File: src/rtl/sar_searcher_pkg.sv
// Shared definitions for the successive-approximation searcher.
// Optional one-hot flag check is enabled with `define CMP_ONEHOT_CHECK_EN.
package sar_searcher_pkg;

    typedef enum logic [1:0] {
        IDLE   = 2'd0,
        TRIAL  = 2'd1,
        VERIFY = 2'd2,
        DONE   = 2'd3
    } state_t;

    localparam int DEF_WIDTH   = 8;
    localparam int DEF_CMP_LAT = 1;

    // True when exactly one of the three comparator flags is set.
    function automatic logic onehot3(input logic a, input logic b, input logic c);
        return (a & ~b & ~c) | (~a & b & ~c) | (~a & ~b & c);
    endfunction

endpackage

File: src/rtl/sar_wait_counter.sv
// Counts CMP_LAT edges after each guess update; decide marks the edge on which
// the comparator flags reflect the current guess.
module sar_wait_counter
    import sar_searcher_pkg::*;
#(
    parameter int CMP_LAT = DEF_CMP_LAT
) (
    input  logic clk,
    input  logic rst,
    input  logic clear,
    input  logic en,
    output logic decide
);

    localparam int CW = (CMP_LAT > 0) ? $clog2(CMP_LAT + 1) : 1;

    logic [CW-1:0] wcnt;

    assign decide = en && (wcnt == CW'(CMP_LAT));

    always_ff @(posedge clk) begin
        if (!rst)
            wcnt <= '0;
        else if (clear)
            wcnt <= '0;
        else if (en)
            wcnt <= wcnt + CW'(1);
    end

endmodule

File: src/rtl/sar_searcher.sv
// MSB-first successive-approximation search against a registered comparator.
// `define CMP_ONEHOT_CHECK_EN adds the sticky err output for non-one-hot flags.
module sar_searcher
    import sar_searcher_pkg::*;
#(
    parameter int WIDTH   = DEF_WIDTH,
    parameter int CMP_LAT = DEF_CMP_LAT
) (
    input  logic             clk,
    input  logic             rst,
    input  logic             start,
    input  logic             cmp_equal,
    input  logic             cmp_less,
    input  logic             cmp_greater,
    output logic [WIDTH-1:0] guess,
    output logic             busy,
    output logic             done,
    output logic [WIDTH-1:0] result,
    output logic             found
`ifdef CMP_ONEHOT_CHECK_EN
    ,
    output logic             err
`endif
);

    localparam int IW = (WIDTH > 1) ? $clog2(WIDTH) : 1;

    state_t           state;
    logic [IW-1:0]    bidx;
    logic             decide;
    logic             wclr;
    logic             wen;
    logic [WIDTH-1:0] bit_mask;
    logic [WIDTH-1:0] next_mask;
    logic [WIDTH-1:0] kept;

    assign wen  = (state == TRIAL) || (state == VERIFY);
    assign wclr = ((state == IDLE) && start) || decide;

    sar_wait_counter #(.CMP_LAT(CMP_LAT)) u_wait (
        .clk    (clk),
        .rst    (rst),
        .clear  (wclr),
        .en     (wen),
        .decide (decide)
    );

    // greater outranks less, so only greater clears the bit under test
    assign bit_mask  = WIDTH'(1) << bidx;
    assign next_mask = bit_mask >> 1;
    assign kept      = cmp_greater ? (guess & ~bit_mask) : guess;

`ifndef CMP_ONEHOT_CHECK_EN
    // less is implied by the absence of greater; it only matters to the flag check
    logic unused_less;
    assign unused_less = cmp_less;
`endif

    always_ff @(posedge clk) begin
        if (!rst) begin
            state  <= IDLE;
            guess  <= '0;
            busy   <= 1'b0;
            done   <= 1'b0;
            result <= '0;
            found  <= 1'b0;
            bidx   <= IW'(WIDTH - 1);
`ifdef CMP_ONEHOT_CHECK_EN
            err    <= 1'b0;
`endif
        end else begin
            done <= 1'b0;
            case (state)
                IDLE: begin
                    if (start) begin
                        guess <= WIDTH'(1) << (WIDTH - 1);
                        bidx  <= IW'(WIDTH - 1);
                        found <= 1'b0;
                        busy  <= 1'b1;
                        state <= TRIAL;
`ifdef CMP_ONEHOT_CHECK_EN
                        err   <= 1'b0;
`endif
                    end
                end
                TRIAL: begin
                    if (decide) begin
`ifdef CMP_ONEHOT_CHECK_EN
                        if (!onehot3(cmp_equal, cmp_less, cmp_greater))
                            err <= 1'b1;
`endif
                        if (cmp_equal) begin
                            result <= guess;
                            found  <= 1'b1;
                            done   <= 1'b1;
                            state  <= DONE;
                        end else if (bidx != '0) begin
                            guess <= kept | next_mask;
                            bidx  <= bidx - IW'(1);
                        end else begin
                            guess <= kept;
                            state <= VERIFY;
                        end
                    end
                end
                VERIFY: begin
                    if (decide) begin
`ifdef CMP_ONEHOT_CHECK_EN
                        if (!onehot3(cmp_equal, cmp_less, cmp_greater))
                            err <= 1'b1;
`endif
                        result <= guess;
                        found  <= cmp_equal;
                        done   <= 1'b1;
                        state  <= DONE;
                    end
                end
                DONE: begin
                    busy  <= 1'b0;
                    state <= IDLE;
                end
                default: state <= IDLE;
            endcase
        end
    end

endmodule
File: config.mk
export PLATFORM = sky130hd
export DESIGN_NAME = sar_searcher
export DESIGN_NICKNAME = d
export VERILOG_FILES = /design/src/rtl/sar_searcher_pkg.sv /design/src/rtl/sar_wait_counter.sv /design/src/rtl/sar_searcher.sv
export SDC_FILE = /design/constraint.sdc
export NUM_CORES = 1
export LEC_CHECK = 0
export BUFFER_PORTS_ARGS = -buffer_cell sky130_fd_sc_hd__buf_2
export CAP_MARGIN = 20
export CORE_MARGIN = 1.5
export CORE_UTILIZATION = 37
export CTS_CLUSTER_SIZE = 12
export DETAILED_ROUTE_END_ITERATION = 8
export PLACE_DENSITY = 0.57
export SYNTH_ARGS = -nofsm -noshare
export SYNTH_HDL_FRONTEND = slang
export SYNTH_SLANG_ARGS = --single-unit
File: constraint.sdc
create_clock -name clk -period 4 [get_ports clk]
set_clock_uncertainty 0.05 [all_clocks]
set_input_delay 0.2 -clock clk [delete_from_list [all_inputs] [get_ports clk]]
set_output_delay 0.2 -clock clk [all_outputs]
set_load 0.02 [all_outputs]
==> results.yml, run 1 <==
power_and_ir_drop:
  cellPowerDensity_nw_per_um2: 519.0
  power_mw: 0.7753
  irDropWorstVdd_v: 0.0002493
  p_leak_nw: 0.7149
placement:
  portBuffers: 23
  placedInstanceArea_um2: 1464
  pre_cts_ws_ns: 1.717
  place_inst: 211
  detailed_place_hpwl_mm: 2.005
  gp_congestion: 0.8554
flow_run:
  drv_cap: 0
yosys:
  yosysWarnings: 0
  ys.flop_type: "dfxtp_1"
  syn-cell-area_um2: 1339
  synth-seq-cells: 25
  netlist_instances: 149
  avgSynthCellArea_um2: 8.985
  synth_nets: 165
  async_flop_share_pct: 0
  synth.distinct_cells: 36
  ys_seq_area_share_pct: 37.38
  synth_edf_count: 0
sta:
  setup-tns-final_ns: 0
  fmax_mhz: 433.3
  setup_slack_ns: 1.692
  fin_crit_ns: 2.308
  grt_setup_unrepaired: "no"
  worst_slew_pin_slew_ns: 0.8084
  setup_viol: 0
  slew-limit-headroom_pct: 45.99
  hold_viol: 0
  layout_worst_path_cycle_share_pct: 57.70
  slew_violations: 0
finish:
  final_area_um2: 1494
  nets: 186
  fin_cells: 215
  diodes: 0
  area_growth_pct: 11.59
  drive_gt1_share_pct: 20.71
run_status:
  status: "completed"
route:
  drc: 0
  totalWireLength_mm: 2.710
  via_per_inst: 5.149
  wl_per_cell_um: 12.60
  first_pass_iters: 4
  drt_first_iter_violations: 36
  route.vias.total: 1107
  ant_nets: 0
min_path:
  hp-start: "start"
  hold_class: "primary input to flip-flop"
  holdPathEnd: "guess[7]$_SDFFE_PN0P_"
  worst_hold_path.num_cells: 3
clock_tree:
  clkTransAtPathRegs_ns: 0.14
  clock-sinks: 25
  cts_resized: 0
  cts_tree: "done"
  hold_buffers: 0
  cts_buffers: 3
  h-tree-depth: 1
  cts_root_buf: "clkbuf_4"
  clock_latency_ns: 0.33
  post-cts-setup-buffers: 0
  cts_max_path_buffers: 2
worst_setup_path:
  critPathKind: "flip-flop to flip-flop"
  critPathCaptureType: "flip-flop"
  rrSetupSlack_ns: 1.69
  r2r_end: "bidx[2]$_SDFFE_PN1P_"
  cp_data_required_time_ns: 4.17
  crit_path_max_fanout: 12
  cp-start-kind: "flip-flop"
  crit_arrival_ns: 2.48
  startpoint: "state[0]$_SDFFE_PN0P_"
  regToRegStartpoint: "state[0]$_SDFFE_PN0P_"
  ff2ff_path_depth: 6
floorplanning:
  die_h_um: 63.15
  ios: 25
  core_um2: 3416
  fp-row-count: 21
  start_util_pct: 39.19
  fp.dieArea_um2: 3988
  die_width_um: 63.15
global_routing:
  grt_pass1_wl_mm: 4.843
  grt_max_degree: 16
  antenna_found_initial: 0
  grt_pass1_vias: 1046
  grt_overflow: 0
  track_usage_pct: 15.20
-- cell type report --
class	instances	area, um2
flip-flops and latches	25	500.5
clock buffers	3	22.52
multi-input cells	111	768.2
repair buffers	23	115.1
inverters	6	22.52
fillers	360	1922
well taps	46	57.56
clock inverters	1	7.507
-- synth_stat cells (all sizes together), types with 2 or more instances --
library cell | n | area share [%]
ha | 10 | 9.3
dfxtp | 25 | 37
a31oi | 2 | 0.93
nor2b | 6 | 2.8
a21boi | 4 | 2.2
and3 | 2 | 1.0
nand2b | 5 | 2.3
nand2 | 9 | 2.5
mux2i | 10 | 7.5
nor3 | 5 | 1.9
inv | 6 | 1.7
a211oi | 3 | 1.7
nand3 | 7 | 2.6
a311oi | 3 | 2.0
clkbuf | 4 | 1.1
buf | 3 | 2.4
nor2 | 16 | 4.7
a21oi | 11 | 4.4
o21ai | 9 | 4.2
-- power by group --
part | switching (mW) | total, mW | internal (mW)
combinational | 0.218 | 0.350 | 0.132
clock | 0.0786 | 0.117 | 0.0383
sequential | 0.0333 | 0.309 | 0.276
-- registers in the layout, indices dropped and copies added, names as in the netlist --
signal,cells
found,1
result,8
busy,1
state,2
done,1
guess,8
u_wait.wcnt,1
bidx,3
-- worst max-delay path by stage --
stage / endpoint / slack [ns] / cells past startpoint
floorplan: state[0]$_SDFFE_PN0P_ / 2.13 / 6
global placement: bidx[2]$_SDFFE_PN1P_ / 1.76 / 6
detailed placement: bidx[2]$_SDFFE_PN1P_ / 1.72 / 6
CTS: bidx[2]$_SDFFE_PN1P_ / 1.70 / 6
global route: bidx[2]$_SDFFE_PN1P_ / 1.53 / 6
finish: bidx[2]$_SDFFE_PN1P_ / 1.69 / 6
-- metal layers --
metal,global-route usage [%],wire (um)
met1,19.93,1341
met2,25.13,1227
met3,3.214,113
met4,4.167,27
met5,0,0
-- metrics by stage --
step	utilization, %	hold WS [ns]
floorplan	-	0.3031
global placement	42.86	0.3999
detailed placement	42.86	0.4059
CTS	43.74	0.1326
global route	43.74	0.1517
finish	43.74	0.1354
-- cell families after synthesis --
group / share of synthesized area, %
XOR/XNOR: 0.6543
AO/OA/AOI/OAI: 18.41
AND/OR/NAND/NOR: 21.50
multiplexers: 7.477
adder cells (fa/ha/maj): 9.346
buffers and inverters: 5.233
flip-flops: 37.38
-- cells in the final DEF (no fill, tap or decap), types with 2 or more instances in the layout --
cell type and count:
nor2b_1 6, a21boi_1 3, a211oi_1 3, inv_1 6, o21ai_1 2, nor2_1 15
a31oi_1 2, nor3_1 5, nand3_1 7, mux2i_1 10, nand2_1 9, buf_2 23
dfxtp_1 25, a21oi_1 10, o21ai_0 6, a311oi_1 3, nand2b_1 5, ha_1 10
clkbuf_4 3
-- critical path, cell delays in order (launching register included) --
cell and delay [ns]:
dfxtp_1 0.36, inv_1 0.15, ha_1 0.27, nor2b_1 0.68
a21o_1 0.34, a21oi_1 0.07, a211o_1 0.28
Power figures use the tool's default switching activity.
==> run 2, diff against run 1 <==
Settings changed: PLACE_DENSITY 0.57 to 0.59.
Clock period 4 ns to 1.9 ns, I/O delays scaled along.
==> results.yml, run 2 (synthesized netlist as in run 1, its figures left out) <==
run_status:
  status: "completed"
route:
  first_pass_iters: 4
  drc: 0
  ant_nets: 0
  drt_first_iter_violations: 18
  wl_per_cell_um: 12.97
  route.vias.total: 1166
  via_per_inst: 5.048
  totalWireLength_mm: 2.996
clock_tree:
  hold_buffers: 0
  h-tree-depth: 1
  clock_latency_ns: 0.33
  cts_max_path_buffers: 2
  clkTransAtPathRegs_ns: 0.15
  clock-sinks: 25
  post-cts-setup-buffers: 0
  cts_tree: "done"
  cts_buffers: 3
  cts_root_buf: "clkbuf_4"
finish:
  area_growth_pct: 24.30
  nets: 202
  top_regs: "guess (8), result (8), bidx (3)"
  diodes: 0
  layout_common_cells: "23 x dfxtp_1, 23 x buf_2, 15 x nor2_1, 15 x buf_4"
  fillers: 342
  drive_gt1_share_pct: 32.97
  fin_util_pct: 48.72
floorplanning:
  start_util_pct: 39.19
  die_h_um: 63.15
  fp.dieArea_um2: 3988
  core_um2: 3416
  die_width_um: 63.15
  ios: 25
  fp-row-count: 21
worst_setup_path:
  cp_data_required_time_ns: 2.11
  critPathCaptureType: "flip-flop"
  crit_slowest_cell: "or4_4"
  regToRegStartpoint: "state[0]$_SDFFE_PN0P_"
  cp-start-kind: "flip-flop"
  crit_arrival_ns: 2.01
  r2r_end: "state[0]$_SDFFE_PN0P_"
  critPathKind: "flip-flop to flip-flop"
  cp_top_family: "simple AND/OR/NAND/NOR gates"
  ff2ff_path_depth: 6
  cp_cell_sequence: "inv_2 -> ha_4 -> or2b_1 -> a21oi_2 -> or4_4 -> a221oi_2"
  crit_buf_inv: 1
  max_stage_delay_ns: 0.53
  rrSetupSlack_ns: 0.10
  crit_path_max_fanout: 5
power_and_ir_drop:
  cellPowerDensity_nw_per_um2: 1136
  irDropWorstVdd_v: 0.0004098
  power_mw: 1.891
  p_leak_nw: 0.8001
placement:
  portBuffers: 23
  gp_congestion: 0.8145
  detailed_place_hpwl_mm: 2.206
sta:
  fin_hold_ws_ns: 0.02895
  fin_crit_ns: 1.796
  worst_slew_pin_slew_ns: 0.4715
  fmax_mhz: 556.8
  slew_violations: 0
  slew-limit-headroom_pct: 68.54
  setup-tns-final_ns: 0
  layout_worst_path_cycle_share_pct: 94.53
  setup_viol: 0
  hold_viol: 0
min_path:
  hp-start: "rst"
  worst_hold_path.num_cells: 3
  hold_class: "primary input to flip-flop"
  holdPathEnd: "done$_SDFF_PN0_"
global_routing:
  grt_max_degree: 16
  antenna_found_initial: 0
  grt_overflow: 0
  track_usage_pct: 16.40
  grt_pass1_vias: 1173
  grt_pass1_wl_mm: 5.306
flow_run:
  drv_cap: 0
run 2: changes by cell type in the layout (fill, tap and decap cells not counted), sizes merged:
cell | before | now
buf | 23 | 39
run 2: how the worst max path moves through the flow:
| stage | startpoint | slack (ns) | cells after the start | to |
|---|---|---|---|---|
| after floorplan | state[0]$_SDFFE_PN0P_ | 0.03 | 6 | state[0]$_SDFFE_PN0P_ |
| after global placement | state[0]$_SDFFE_PN0P_ | 0.03 | 7 | bidx[2]$_SDFFE_PN1P_ |
| after detailed placement | state[0]$_SDFFE_PN0P_ | -0.03 | 6 | state[0]$_SDFFE_PN0P_ |
| after CTS | state[0]$_SDFFE_PN0P_ | 0.02 | 6 | bidx[2]$_SDFFE_PN1P_ |
| after global routing | bidx[0]$_SDFFE_PN1P_ | -0.0005 | 6 | state[0]$_SDFFE_PN0P_ |
| final | state[0]$_SDFFE_PN0P_ | 0.10 | 6 | state[0]$_SDFFE_PN0P_ |
run 2: per-layer routing:
metal | global-route usage [%] | share of wire [%]
met1 | 20.95 | 47
met2 | 28.19 | 49
met3 | 2.143 | 2.2
met4 | 5.833 | 1.5
met5 | 0 | 0
run 2: final cells by class:
class / count / area [um2] / share of cell area, %
multi-input combinational: 111 / 803.3 / 48.27
sequential: 25 / 503.0 / 30.23
timing repair buffer: 39 / 247.7 / 14.89
tap: 46 / 57.56 / 3.459
clock buffer: 3 / 22.52 / 1.353
inverter: 6 / 22.52 / 1.353
clock inverter: 1 / 7.507 / 0.4511
run 2: report_power, final:
group / switching, mW / internal [mW] / total [mW]
clock network: 0.180 / 0.0807 / 0.261
registers: 0.0618 / 0.584 / 0.646
logic: 0.527 / 0.457 / 0.985
total: 0.769 / 1.12 / 1.89
run 2: metrics by stage:
stage / cell area [um2] / setup WS [ns] / instances
finish: 1664 / 0.1039 / 231
global route: 1664 / -0.0005207 / 231
CTS: 1640 / 0.02470 / 231
detailed placement: 1597 / -0.02690 / 227
global placement: 1597 / 0.03488 / 227
floorplan: 1339 / 0.02594 / 149
run 2: worst reg2reg max path: cells and delay by family (launching register included):
family                     cells  cell delay (ns)
adders and majority gates      1             0.29
DFF                            1             0.40
AOI/OAI and AO/OA              2             0.28
buffers and inverters          1             0.07
and+or+nand+nor                2             0.64
run 2: what timing repair did:
item / CTS / global route
gates resized for setup: 2 / 9
endpoints found under the setup margin: 2 / 12
hold endpoints to repair: 0 / 0
==> run 3, diff against run 2 <==
Settings changed: ABC_AREA from default to 1.
==> results.yml, run 3 <==
global_routing:
  antenna_found_initial: 0
  track_usage_pct: 15.74
  grt_pass1_vias: 1265
  grt_overflow: 0
  grt_pass1_wl_mm: 5.299
  grt_max_degree: 17
finish:
  fin_util_pct: 45.08
  nets: 247
  area_growth_pct: 16.27
  layout_commonest_cell: "nand2_1"
  fin_cells: 278
  top_regs: "guess (8), result (8), bidx (3)"
  drive_gt1_share_pct: 21.74
  diodes: 0
  layout_common_cells: "58 x nand2_1, 30 x nor2_1, 24 x dfxtp_1, 23 x buf_2, 18 x inv_1"
  final_area_um2: 1663
worst_setup_path:
  ff2ff_path_depth: 7
  critPathKind: "flip-flop to flip-flop"
  cp-start-kind: "flip-flop"
  regToRegStartpoint: "state[0]$_SDFFE_PN0P_"
  crit_path_max_fanout: 7
  r2r_end: "guess[0]$_SDFFE_PN0P_"
  crit_arrival_ns: 1.78
  cp_data_required_time_ns: 2.02
  rrSetupSlack_ns: 0.24
  critPathCaptureType: "flip-flop"
yosys:
  synth_nets: 219
  synth_xor_area_share_pct: 0
  synth_adder_area_share_pct: 8.749
  synthTopCellsByArea: "dfxtp_1 35%, nand2_1 15%, ha_1 8.7%"
  ys_seq_area_share_pct: 35.00
  yosysMostFrequentCell: "nand2_1"
  syn-cell-area_um2: 1430
  synth_edf_count: 0
  synth_common_cells: "58 x nand2_1, 30 x nor2_1, 25 x dfxtp_1"
  async_flop_share_pct: 0
  yosysTopAreaCell: "dfxtp_1"
  synth_compound_area_share_pct: 10.32
  synthSimpleGateAreaFrac_pct: 37.80
  netlist_instances: 203
  avgSynthCellArea_um2: 7.045
  ys.flop_type: "dfxtp_1"
  synth.distinct_cells: 30
  synth_top_area_share_pct: 35.00
  synthMuxAreaShare_pct: 0
  yosysWarnings: 0
  synth_top_family_by_area: "simple AND/OR/NAND/NOR gates"
  synth-seq-cells: 25
run_status:
  status: "completed"
route:
  ant_nets: 0
  drt_first_iter_violations: 68
  drc: 0
  wl_per_cell_um: 10.46
  route.vias.total: 1264
  totalWireLength_mm: 2.909
  first_pass_iters: 4
  via_per_inst: 4.547
min_path:
  holdPathEnd: "bidx[0]$_SDFFE_PN1P_"
  hold_class: "primary input to flip-flop"
  hp-start: "rst"
  worst_hold_path.num_cells: 2
floorplanning:
  core_um2: 3689
  fp-row-count: 22
  fp.dieArea_um2: 4247
  die_width_um: 65.17
  ios: 25
  start_util_pct: 38.77
  die_h_um: 65.17
clock_tree:
  clock_latency_ns: 0.27
  clkTransAtPathRegs_ns: 0.09
  cts_buffers: 3
  cts_root_buf: "clkbuf_8"
  hold_buffers: 0
  clock-sinks: 25
  cts_max_path_buffers: 2
  cts_tree: "done"
  h-tree-depth: 1
power_and_ir_drop:
  power_mw: 2.181
  irDropWorstVdd_v: 0.0004060
  cellPowerDensity_nw_per_um2: 1312
  p_leak_nw: 0.8343
flow_run:
  drv_cap: 0
sta:
  grt_setup_unrepaired: "no"
  setup_slack_ns: 0.2360
  fin_hold_ws_ns: 0.09755
  layout_worst_path_cycle_share_pct: 87.58
  fin_crit_ns: 1.664
  hold_viol: 0
  slew_violations: 0
  fmax_mhz: 601.0
  setup-tns-final_ns: 0
  worst_slew_pin_slew_ns: 0.3071
  setup_viol: 0
  slew-limit-headroom_pct: 79.50
placement:
  detailed_place_hpwl_mm: 2.310
  gp_congestion: 0.7723
  portBuffers: 23
  place_inst: 274
  pre_cts_ws_ns: 0.1247
  placedInstanceArea_um2: 1608
run 3: how the worst max path moves through the flow:
| stage | startpoint | endpoint | depth (start not counted) |
|---|---|---|---|
| 2_1_floorplan | state[0]$_SDFFE_PN0P_ | guess[0]$_SDFFE_PN0P_ | 7 |
| 3_5_place_dp | state[0]$_SDFFE_PN0P_ | result[3]$_SDFFE_PN0P_ | 6 |
| 4_1_cts | state[0]$_SDFFE_PN0P_ | guess[0]$_SDFFE_PN0P_ | 7 |
| 3_3_place_gp | state[0]$_SDFFE_PN0P_ | result[0]$_SDFFE_PN0P_ | 6 |
| 6_report | state[0]$_SDFFE_PN0P_ | guess[0]$_SDFFE_PN0P_ | 7 |
| 5_1_grt | state[0]$_SDFFE_PN0P_ | guess[0]$_SDFFE_PN0P_ | 7 |
run 3: kinds of logic after synthesis:
group | count (synthesis)
simple gates | 113
compound gates | 28
fa+ha+maj | 10
flops | 25
buf+inv | 27
run 3: cell type report:
class | count | area [um2]
Multi-Input combinational cell | 151 | 818.3
Clock inverter | 1 | 7.507
Clock buffer | 3 | 41.29
Inverter | 24 | 96.34
Sequential cell | 25 | 501.7
Tap cell | 48 | 60.06
Timing Repair Buffer | 26 | 137.6
Fill cell | 402 | 2026
run 3: repair_timing:
item / 4_1_cts / 5_1_grt
resized for setup: 0 / 3
setup endpoints to repair: 0 / 11
buffers inserted: 0 / 0
run 3: power breakdown:
part	switching [mW]	total, mW	internal (mW)
Clock	0.181	0.330	0.149
Combinational	0.726	1.13	0.399
Sequential	0.0903	0.726	0.635
Total	0.998	2.18	1.18
run 3: critical path, cell delays in order (launching register included):
cell and delay, ns:
dfxtp_2 0.39, inv_1 0.09, ha_2 0.38, nand3_2 0.10
nand2_2 0.14, nand2_2 0.13, nor3b_1 0.20, nor2_1 0.07
run 3: metal layers:
metal  wire length [um]  GRT usage (%)  part of all wire (%)
met1               1447          18.94                    50
met2               1336          27.81                    46
met3                 71          2.055                   2.4
met4                 53          7.031                   1.8
met5                  0              0                     0
